[src/rtl/async_fifo_wr_ctrl.sv]
// async_fifo_wr_ctrl: write-side controller of an async FIFO (pointer, full, fill level, overflow)
module async_fifo_wr_ctrl #(
    parameter int ADDR_WIDTH   = 4,
    parameter int AFULL_THRESH = 12,
    parameter int HOLD_CYCLES  = 2
) (
    input  logic                  src_clk,
    input  logic                  src_rst_n,
    input  logic                  wr_valid,
    output logic                  wr_ready,
    output logic                  ram_we,
    output logic [ADDR_WIDTH-1:0] ram_waddr,
    output logic [ADDR_WIDTH:0]   wr_ptr_bin,
    input  logic [ADDR_WIDTH:0]   rd_ptr_sync,
    output logic [ADDR_WIDTH:0]   fill_level,
    output logic                  almost_full,
    output logic                  overflow,
    input  logic                  clr_overflow
);
    localparam int PW = ADDR_WIDTH + 1;
    localparam int CW = HOLD_CYCLES > 1 ? $clog2(HOLD_CYCLES) : 1;
    localparam logic [PW-1:0] DEPTH = PW'(1) << ADDR_WIDTH;

    typedef enum logic {HOLD, RUN} state_e;

    state_e          state_q, state_d;
    logic [CW-1:0]   cnt_q, cnt_d;
    logic [PW-1:0]   ptr_q, ptr_d, fill_q, fill_d;
    logic            af_q, af_d, ovf_q, ovf_d;
    logic            full;

    // Full uses the raw synchronised read pointer, so it is pessimistic by the CDC latency.
    assign full        = (ptr_q - rd_ptr_sync) == DEPTH;
    assign wr_ready    = (state_q == RUN) && !full;
    assign ram_we      = wr_valid && wr_ready;
    assign ram_waddr   = ptr_q[ADDR_WIDTH-1:0];
    assign wr_ptr_bin  = ptr_q;
    assign fill_level  = fill_q;
    assign almost_full = af_q;
    assign overflow    = ovf_q;

    // Next state: hold-off counter, pointer advance, occupancy and sticky overflow (set beats clear).
    always_comb begin
        state_d = state_q;
        cnt_d   = cnt_q;
        if (state_q == HOLD) begin
            cnt_d = cnt_q + 1'b1;
            if (cnt_q == CW'(HOLD_CYCLES - 1)) state_d = RUN;
        end
        ptr_d  = ptr_q + PW'(ram_we);
        fill_d = ptr_d - rd_ptr_sync;
        af_d   = fill_d >= PW'(AFULL_THRESH);
        ovf_d  = ((state_q == RUN) && wr_valid && !wr_ready) || (ovf_q && !clr_overflow);
    end

    // State registers; reset drops everything to HOLD with an empty pointer.
    always_ff @(posedge src_clk or negedge src_rst_n) begin
        if (!src_rst_n) begin
            state_q <= HOLD;
            cnt_q   <= '0;
            ptr_q   <= '0;
            fill_q  <= '0;
            af_q    <= 1'b0;
            ovf_q   <= 1'b0;
        end else begin
            state_q <= state_d;
            cnt_q   <= cnt_d;
            ptr_q   <= ptr_d;
            fill_q  <= fill_d;
            af_q    <= af_d;
            ovf_q   <= ovf_d;
        end
    end
endmodule
[config.mk]
export PLATFORM = sky130hd
export DESIGN_NAME = async_fifo_wr_ctrl
export DESIGN_NICKNAME = d
export VERILOG_FILES = /design/src/rtl/async_fifo_wr_ctrl.sv
export SDC_FILE = /design/constraint.sdc
export NUM_CORES = 1
export LEC_CHECK = 0
export ABC_AREA = 1
export BUFFER_PORTS_ARGS = -buffer_cell sky130_fd_sc_hd__buf_2
export CAP_MARGIN = 30
export CELL_PAD_IN_SITES_DETAIL_PLACEMENT = 2
export CELL_PAD_IN_SITES_GLOBAL_PLACEMENT = 2
export CORE_ASPECT_RATIO = 1.75
export CORE_MARGIN = 2
export CORE_UTILIZATION = 28
export CTS_CLUSTER_DIAMETER = 200
export CTS_CLUSTER_SIZE = 30
export DETAILED_ROUTE_END_ITERATION = 12
export PLACE_DENSITY_LB_ADDON = 0.1
export SLEW_MARGIN = 20
export SYNTH_ARGS = -nofsm -noshare
export SYNTH_HDL_FRONTEND = slang
export SYNTH_SLANG_ARGS = --single-unit
[constraint.sdc]
create_clock -name src_clk -period 3.85 [get_ports src_clk]
set_input_delay 0.385 -clock src_clk [delete_from_list [all_inputs] [get_ports src_clk]]
set_output_delay 0.385 -clock src_clk [all_outputs]
set_load 0.02 [all_outputs]
==> results of run 1 <==
==> power breakdown <==
part	internal [mW]	total, mW	switching [mW]
Clock	0.0904	0.139	0.0481
Sequential	0.215	0.261	0.0462
Combinational	0.234	0.638	0.404
==> kinds of logic after synthesis <==
group,synth area share (%)
AND/OR/NAND/NOR,16.11
buffers and inverters,12.19
flip-flops,40.64
adder cells (fa/ha/maj),16.84
AO/OA/AOI/OAI,5.225
XOR/XNOR,8.999
==> cell usage in the layout (no fill, tap or decap) <==
| cell | n |
|---|---|
| a21boi_1 | 1 |
| a21oi_1 | 5 |
| buf_2 | 26 |
| clkbuf_8 | 4 |
| dfrtp_1 | 14 |
| fa_1 | 1 |
| ha_1 | 10 |
| inv_1 | 20 |
| nand2_1 | 23 |
| nand3_1 | 8 |
| nor2_2 | 1 |
| o21ai_1 | 1 |
| o21bai_1 | 1 |
| or2_2 | 1 |
| xnor2_1 | 4 |
| xnor2_2 | 1 |
| xor2_1 | 3 |
==> worst max-delay path: cells and delay by family, from the launching register on <==
kind                       cells  cell delay, ns
xor gates and xnor gates       2            0.40
adders and majority gates      4            1.14
AOI/OAI and AO/OA              4            0.74
DFF                            1            0.44
and+or+nand+nor                5            0.41
==> routing by layer <==
| metal | track usage, % | wire (um) | vias up |
|---|---|---|---|
| li1 | - | - | 348 |
| met1 | 13.82 | 757 | 354 |
| met2 | 25.56 | 1281 | 16 |
| met4 | 5.143 | 34 | 0 |
| met5 | 0 | 0 | - |
| met3 | 1.395 | 43 | 5 |
==> worst max-delay path by stage <==
stage	start	end	slack, ns	cells past startpoint
2_1_floorplan	wr_ptr_bin[2]	almost_full	0.78	15
3_3_place_gp	rd_ptr_sync[1]	almost_full	0.61	19
3_5_place_dp	rd_ptr_sync[1]	almost_full	0.50	19
6_report	wr_ptr_bin[2]	almost_full	0.67	15
4_1_cts	wr_ptr_bin[2]	almost_full	0.57	15
5_1_grt	wr_ptr_bin[2]	almost_full	0.39	18
==> final cells by class <==
type / count / area (um^2)
multi-input cells: 60 / 406.6
fillers: 350 / 1876
well taps: 28 / 35.03
flip-flops and latches: 14 / 350.3
repair buffers: 26 / 130.1
clock buffers: 4 / 55.05
inverters: 20 / 75.07
==> metrics by stage <==
stage | hold slack [ns] | instances | instance area [um^2] | worst slack (ns) | utilization [%]
2_1_floorplan | 0.08941 | 98 | 862.1 | 0.7755 | -
3_3_place_gp | 0.3008 | 148 | 997.2 | 0.6131 | 34.06
3_5_place_dp | 0.3022 | 148 | 997.2 | 0.5042 | 34.06
4_1_cts | 0.04089 | 152 | 1052 | 0.5681 | 35.94
5_1_grt | 0.03930 | 152 | 1052 | 0.3919 | 35.94
6_report | 0.03079 | 152 | 1052 | 0.6685 | 35.94
==> registers in the layout, summed over array words and instances, names as in the netlist <==
name / count
fill_level: 5
cnt_q: 1
overflow: 1
wr_ptr_bin: 5
state_q: 1
almost_full: 1
==> impl_metrics.py, run 1 <==
metrics = {
    "run_status": {
        "status": "finished clean",
    },
    "floorplan": {
        "dieArea_mm2": 0.003556,
        "die_h_um": 77.40,
        "die_w_um": 45.95,
        "core_mm2": 0.002928,
        "ioPinCount": 27,
        "row_count": 26,
        "floorplan.initialDensity_pct": 29.44,
    },
    "power": {
        "cellLeakagePower_nw": 0.6188,
        "p_per_area_mw_per_mm2": 986.6,
        "p_total_mw": 1.038,
        "ir_drop_uv": 406.6,
    },
    "synthesis": {
        "synth_nets": 118,
        "async_reset_ff_share_pct": 100.0,
        "synth.largest_area_cell": "dfrtp_1",
        "syn_area_per_cell_um2": 8.797,
        "synth_cell_types": 16,
        "ys_ff_latch": 14,
        "synth-edff-count": 0,
        "yosysSeqAreaShare_pct": 40.64,
        "synthTopCellsByArea": "dfrtp_1 41%, ha_1 15%, nand2_1 10%",
        "ys_top_cells_by_count": "23 x nand2_1, 20 x inv_1, 14 x dfrtp_1",
        "syn_area_um2": 862.1,
        "synth.top_cell.area_share_pct": 40.64,
        "syn_inst": 98,
        "synth_most_common_cell": "nand2_1",
        "ys.warnings.count": 0,
        "yosys_most_used_dff": "dfrtp_1",
    },
    "clocking": {
        "numCtsBuffers": 3,
        "cts_buffer_depth": 2,
        "cts_resized": 0,
        "clk_latency_ns": 0.24,
        "cts_hold_buf": 0,
        "postCtsSetupRepairBufs": 0,
        "path_clk_slew_ns": 0.06,
        "cts_sinks": 14,
        "htree_levels": 1,
        "cts_tree": "built",
        "root_buffer": "clkbuf_8",
    },
    "place": {
        "gp_congestion": 0.7363,
        "dpl.hpwl_um": 1837,
        "placement.io_buffers": 26,
    },
    "timing": {
        "post-route-min-period_ns": 3.182,
        "fin_tns_setup_ns": 0,
        "period_share_pct": 82.64,
        "max_clock_freq_ghz": 0.3143,
        "slew_viol_final": 0,
        "tightestPinTransition_ns": 0.3193,
        "skew_ns": 0.003615,
        "hold_violations": 0,
        "slew_headroom_pct": 78.71,
        "setup_viol": 0,
        "rsz0062_at_grt": "no",
    },
    "layout": {
        "finish.net_count": 145,
        "area_delta_synth_final_pct": 22.06,
        "layout-drive-gt1-share_pct": 26.61,
        "n_antenna_cell": 0,
    },
    "critical_path": {
        "crit_top_cell": "ha_1",
        "slowest_delay_ns": 0.44,
        "criticalPathCategory": "flop to flop",
        "reg2reg_from": "wr_ptr_bin[2]",
        "ff2ff_path_depth": 15,
        "cp_cell_sequence": "ha_1, a21oi_1, nand3_1, nand2_1, nor2_2, a21oi_1, ha_1, ha_1, xor2_1, ha_1, a21oi_1, o21ai_1, xor2_1, nand2_1, nand2_1",
        "crit_path_top_delay_cell": "dfrtp_1",
        "ff2ff_setup_slack_ns": 0.67,
        "arrival_ns": 3.36,
        "cp-end-kind": "flop",
        "crit_fanout": 6,
        "cp.required_ns": 4.03,
        "r2r-end": "almost_full",
        "startpoint_type": "flop",
    },
    "grt": {
        "grt_pass1_wl_um": 3553,
        "first_global_vias": 847,
        "grt_max_degree": 15,
        "overflow": 0,
        "antenna_found_initial": 0,
        "grt_usage_pct": 13.51,
    },
    "drt": {
        "detail-route-antenna-nets": 0,
        "drt_iter0_markers": 0,
        "via_per_inst": 4.757,
        "vias": 723,
        "wl_per_cell_um": 13.92,
        "routed_wl_um": 2116,
        "drc_errors": 0,
        "drt-pass1-iter-count": 1,
    },
    "hold_path": {
        "min_path_type": "primary input to async pin",
    },
    "job": {
        "cap_violations": 0,
    },
}
Note: power is estimated with default switching activity, not from simulation.
==> inputs of run 2 (changes only) <==
ABC_AREA = 0   (was 1)
CORE_UTILIZATION = 29   (was 28)
clock period = 3.2 ns   (was 3.85 ns; I/O delays follow)
==> run 2 against run 1 <==
Compared with the run above:
- clock power rose by 4%
- worst hold slack improved by 0.32 ns
- sequential share of layout area fell by 1.2 points
- synthesized cell count fell by 22%
- maximum frequency rose by 7.8%
- first-iteration DRC count rose by 3
- critical path type unchanged
- critical endpoint unchanged
- largest cell class unchanged
- largest power group unchanged
==> impl_metrics.py, run 2 <==
metrics = {
    "synthesis": {
        "synth-edff-count": 0,
        "ys.warnings.count": 0,
        "synth_compound_area_share_pct": 8.116,
        "synth_most_common_cell": "dfrtp_1",
        "ys_top_cells_by_count": "14 x dfrtp_1, 10 x ha_1, 10 x inv_1",
        "syn_area_per_cell_um2": 10.75,
        "synthTopCellsByArea": "dfrtp_1 43%, ha_1 15%, xnor2_1 5.4%",
        "syn_inst": 76,
        "muxShareOfSynthArea_pct": 2.450,
        "synth_cell_types": 23,
        "synth-simple-area-share_pct": 11.03,
        "yosys_most_used_dff": "dfrtp_1",
        "synth.top_cell.area_share_pct": 42.88,
        "synth_nets": 96,
        "ys_ff_latch": 14,
        "syn_area_um2": 817.0,
        "synthAdderAreaFrac_pct": 17.76,
        "synth-xor-area-share_pct": 9.495,
        "yosysSeqAreaShare_pct": 42.88,
        "synth.largest_area_cell": "dfrtp_1",
        "async_reset_ff_share_pct": 100.0,
        "synth_top_family_by_area": "adder cells",
    },
    "critical_path": {
        "reg2reg_from": "wr_ptr_bin[2]",
        "ff2ff_path_depth": 12,
        "arrival_ns": 3.09,
        "cp.required_ns": 3.33,
        "cp-end-kind": "flop",
        "crit_fanout": 3,
        "ff2ff_setup_slack_ns": 0.25,
        "startpoint_type": "flop",
        "setup.worst_path.end": "almost_full",
        "criticalPathCategory": "flop to flop",
        "r2r-end": "almost_full",
        "crit_start": "wr_ptr_bin[2]",
    },
    "grt": {
        "antenna_found_initial": 0,
        "first_global_vias": 745,
        "grt_max_degree": 15,
        "overflow": 0,
        "grt_usage_pct": 15.06,
        "grt_pass1_wl_um": 3532,
    },
    "floorplan": {
        "dieArea_mm2": 0.003275,
        "floorplan.initialDensity_pct": 30.37,
        "row_count": 25,
        "die_h_um": 74.22,
        "ioPinCount": 27,
        "die_w_um": 44.13,
        "core_mm2": 0.002690,
    },
    "run_status": {
        "status": "finished clean",
    },
    "power": {
        "cellLeakagePower_nw": 0.5696,
        "combPwrFrac_pct": 65.1,
        "power_frac_clock_pct": 11.4,
        "p_total_mw": 1.258,
        "ir_drop_uv": 434.9,
        "power_switching_share_pct": 44.83,
        "pwr-share-seq_pct": 23.5,
        "p_per_area_mw_per_mm2": 1153,
        "p_sw_uw": 564.1,
        "p_int_uw": 694.2,
    },
    "drt": {
        "detail-route-antenna-nets": 0,
        "routed_wl_um": 1993,
        "drt-pass1-iter-count": 2,
        "drt_iter0_markers": 3,
        "vias": 648,
        "via_per_inst": 4.800,
        "wl_per_cell_um": 14.76,
        "drc_errors": 0,
    },
    "layout": {
        "post-route-util_pct": 40.56,
        "fin_cells": 135,
        "area_delta_synth_final_pct": 33.54,
        "fillers": 318,
        "finish.net_count": 130,
        "final_common_cell": "buf_2",
        "layout-drive-gt1-share_pct": 39.81,
        "finish.instance_area_mm2": 0.001091,
        "mostFrequentLayoutCells": "26 x buf_2, 14 x dfrtp_1, 10 x inv_1",
        "n_antenna_cell": 0,
    },
    "place": {
        "placed_cell_area_um2": 992.2,
        "placement.io_buffers": 26,
        "gp_congestion": 0.6495,
        "dpl.hpwl_um": 1631,
        "placed_cells": 130,
    },
    "timing": {
        "period_share_pct": 92.24,
        "slew_viol_final": 0,
        "post-route-min-period_ns": 2.952,
        "skew_ns": 0.004967,
        "fin_tns_setup_ns": 0,
        "slew_headroom_pct": 77.45,
        "max_clock_freq_ghz": 0.3388,
        "tightestPinTransition_ns": 0.3383,
        "setup_viol": 0,
        "rsz0062_at_grt": "no",
        "hold_violations": 0,
    },
    "clocking": {
        "root_buffer": "clkbuf_8",
        "clk_latency_ns": 0.24,
        "cts_sinks": 14,
        "cts_tree": "built",
        "numCtsBuffers": 3,
        "path_clk_slew_ns": 0.06,
        "htree_levels": 1,
        "cts_buffer_depth": 2,
    },
    "hold_path": {
        "min_path_type": "primary input to flop",
    },
    "job": {
        "cap_violations": 0,
    },
}
==> run 2: cell types whose count changed after synthesis, sizes merged, moves of 2 or more <==
| cell | change |
|---|---|
| mux2i | +2 |
| a21oi | -3 |
| nand2b | +2 |
| nand2 | -19 |
| inv | -10 |
| o21ai | +2 |
| nor2b | +3 |
| nand3 | -6 |
| a21boi | +2 |
==> run 2: layout make-up <==
cell class	instances	area (um^2)	area share (%)
timing repair buffer	33	185.2	16.97
clock buffer	3	41.29	3.784
multi-input combinational	48	442.9	40.60
inverter	10	37.54	3.440
sequential	14	350.3	32.11
tap	27	33.78	3.096
==> run 2: worst max-delay path, stage by stage, from the launching register on <==
cell,delay [ns]
dfrtp_1,0.41
ha_4,0.29
nand2_1,0.06
o21ai_2,0.12
mux2i_1,0.28
a21oi_2,0.11
ha_1,0.25
ha_4,0.29
inv_1,0.05
fa_1,0.39
buf_4,0.14
xor2_1,0.15
o311ai_1,0.30
==> run 2: logic make-up after synthesis <==
kind of cell,count (synthesis)
and+or+nand+nor,17
buffers and inverters,14
DFF,14
adders and majority gates,11
AOI/OAI and AO/OA,10
xor gates and xnor gates,8
muxes,2
==> run 2: how the worst min path moves through the flow <==
| stage | from | slack (ns) | to | cells after the start |
|---|---|---|---|---|
| after floorplan | src_rst_n | 0.02 | almost_full | 0 |
| after global placement | src_rst_n | 0.24 | state_q | 1 |
| after detailed placement | src_rst_n | 0.25 | cnt_q | 1 |
| after CTS | wr_valid | 0.35 | overflow | 2 |
| after global routing | wr_valid | 0.38 | overflow | 2 |
| final | wr_valid | 0.35 | overflow | 2 |
==> run 2: through the flow <==
step | hold WS [ns] | setup slack [ns]
floorplan | 0.02441 | 0.01052
global placement | 0.2384 | 0.08001
detailed placement | 0.2484 | -0.1511
CTS | 0.3545 | 0.01714
global route | 0.3761 | 0.01366
finish | 0.3541 | 0.2482
==> run 2: repair_timing <==
item / CTS / global route
gates resized for setup: 2 / 6
hold buffers: 1 / 0
endpoints found under the setup margin: 2 / 3
hold endpoints to repair: 14 / 0
buffers inserted: 1 / 0
==> run 2: per-layer routing <==
metal	part of all wire [%]	track usage, %	vias to the layer above	routed length, um
li1	-	-	307	-
met1	36	16.26	320	717
met4	1.7	8.081	0	34
met5	0	0	-	0
met3	4.2	2.427	4	83
met2	58	27.12	17	1158
==> run 2: power groups by stage <==
stage / combinational [mW] / clock (mW) / sequential (mW)
3_3_place_gp: 0.753 / 0 / 0.295
6_report: 0.819 / 0.144 / 0.295
3_5_place_dp: 0.772 / 0 / 0.297
4_1_cts: 0.800 / 0.150 / 0.295
2_1_floorplan: 0.415 / 0 / 0.407
5_1_grt: 0.931 / 0.157 / 0.310
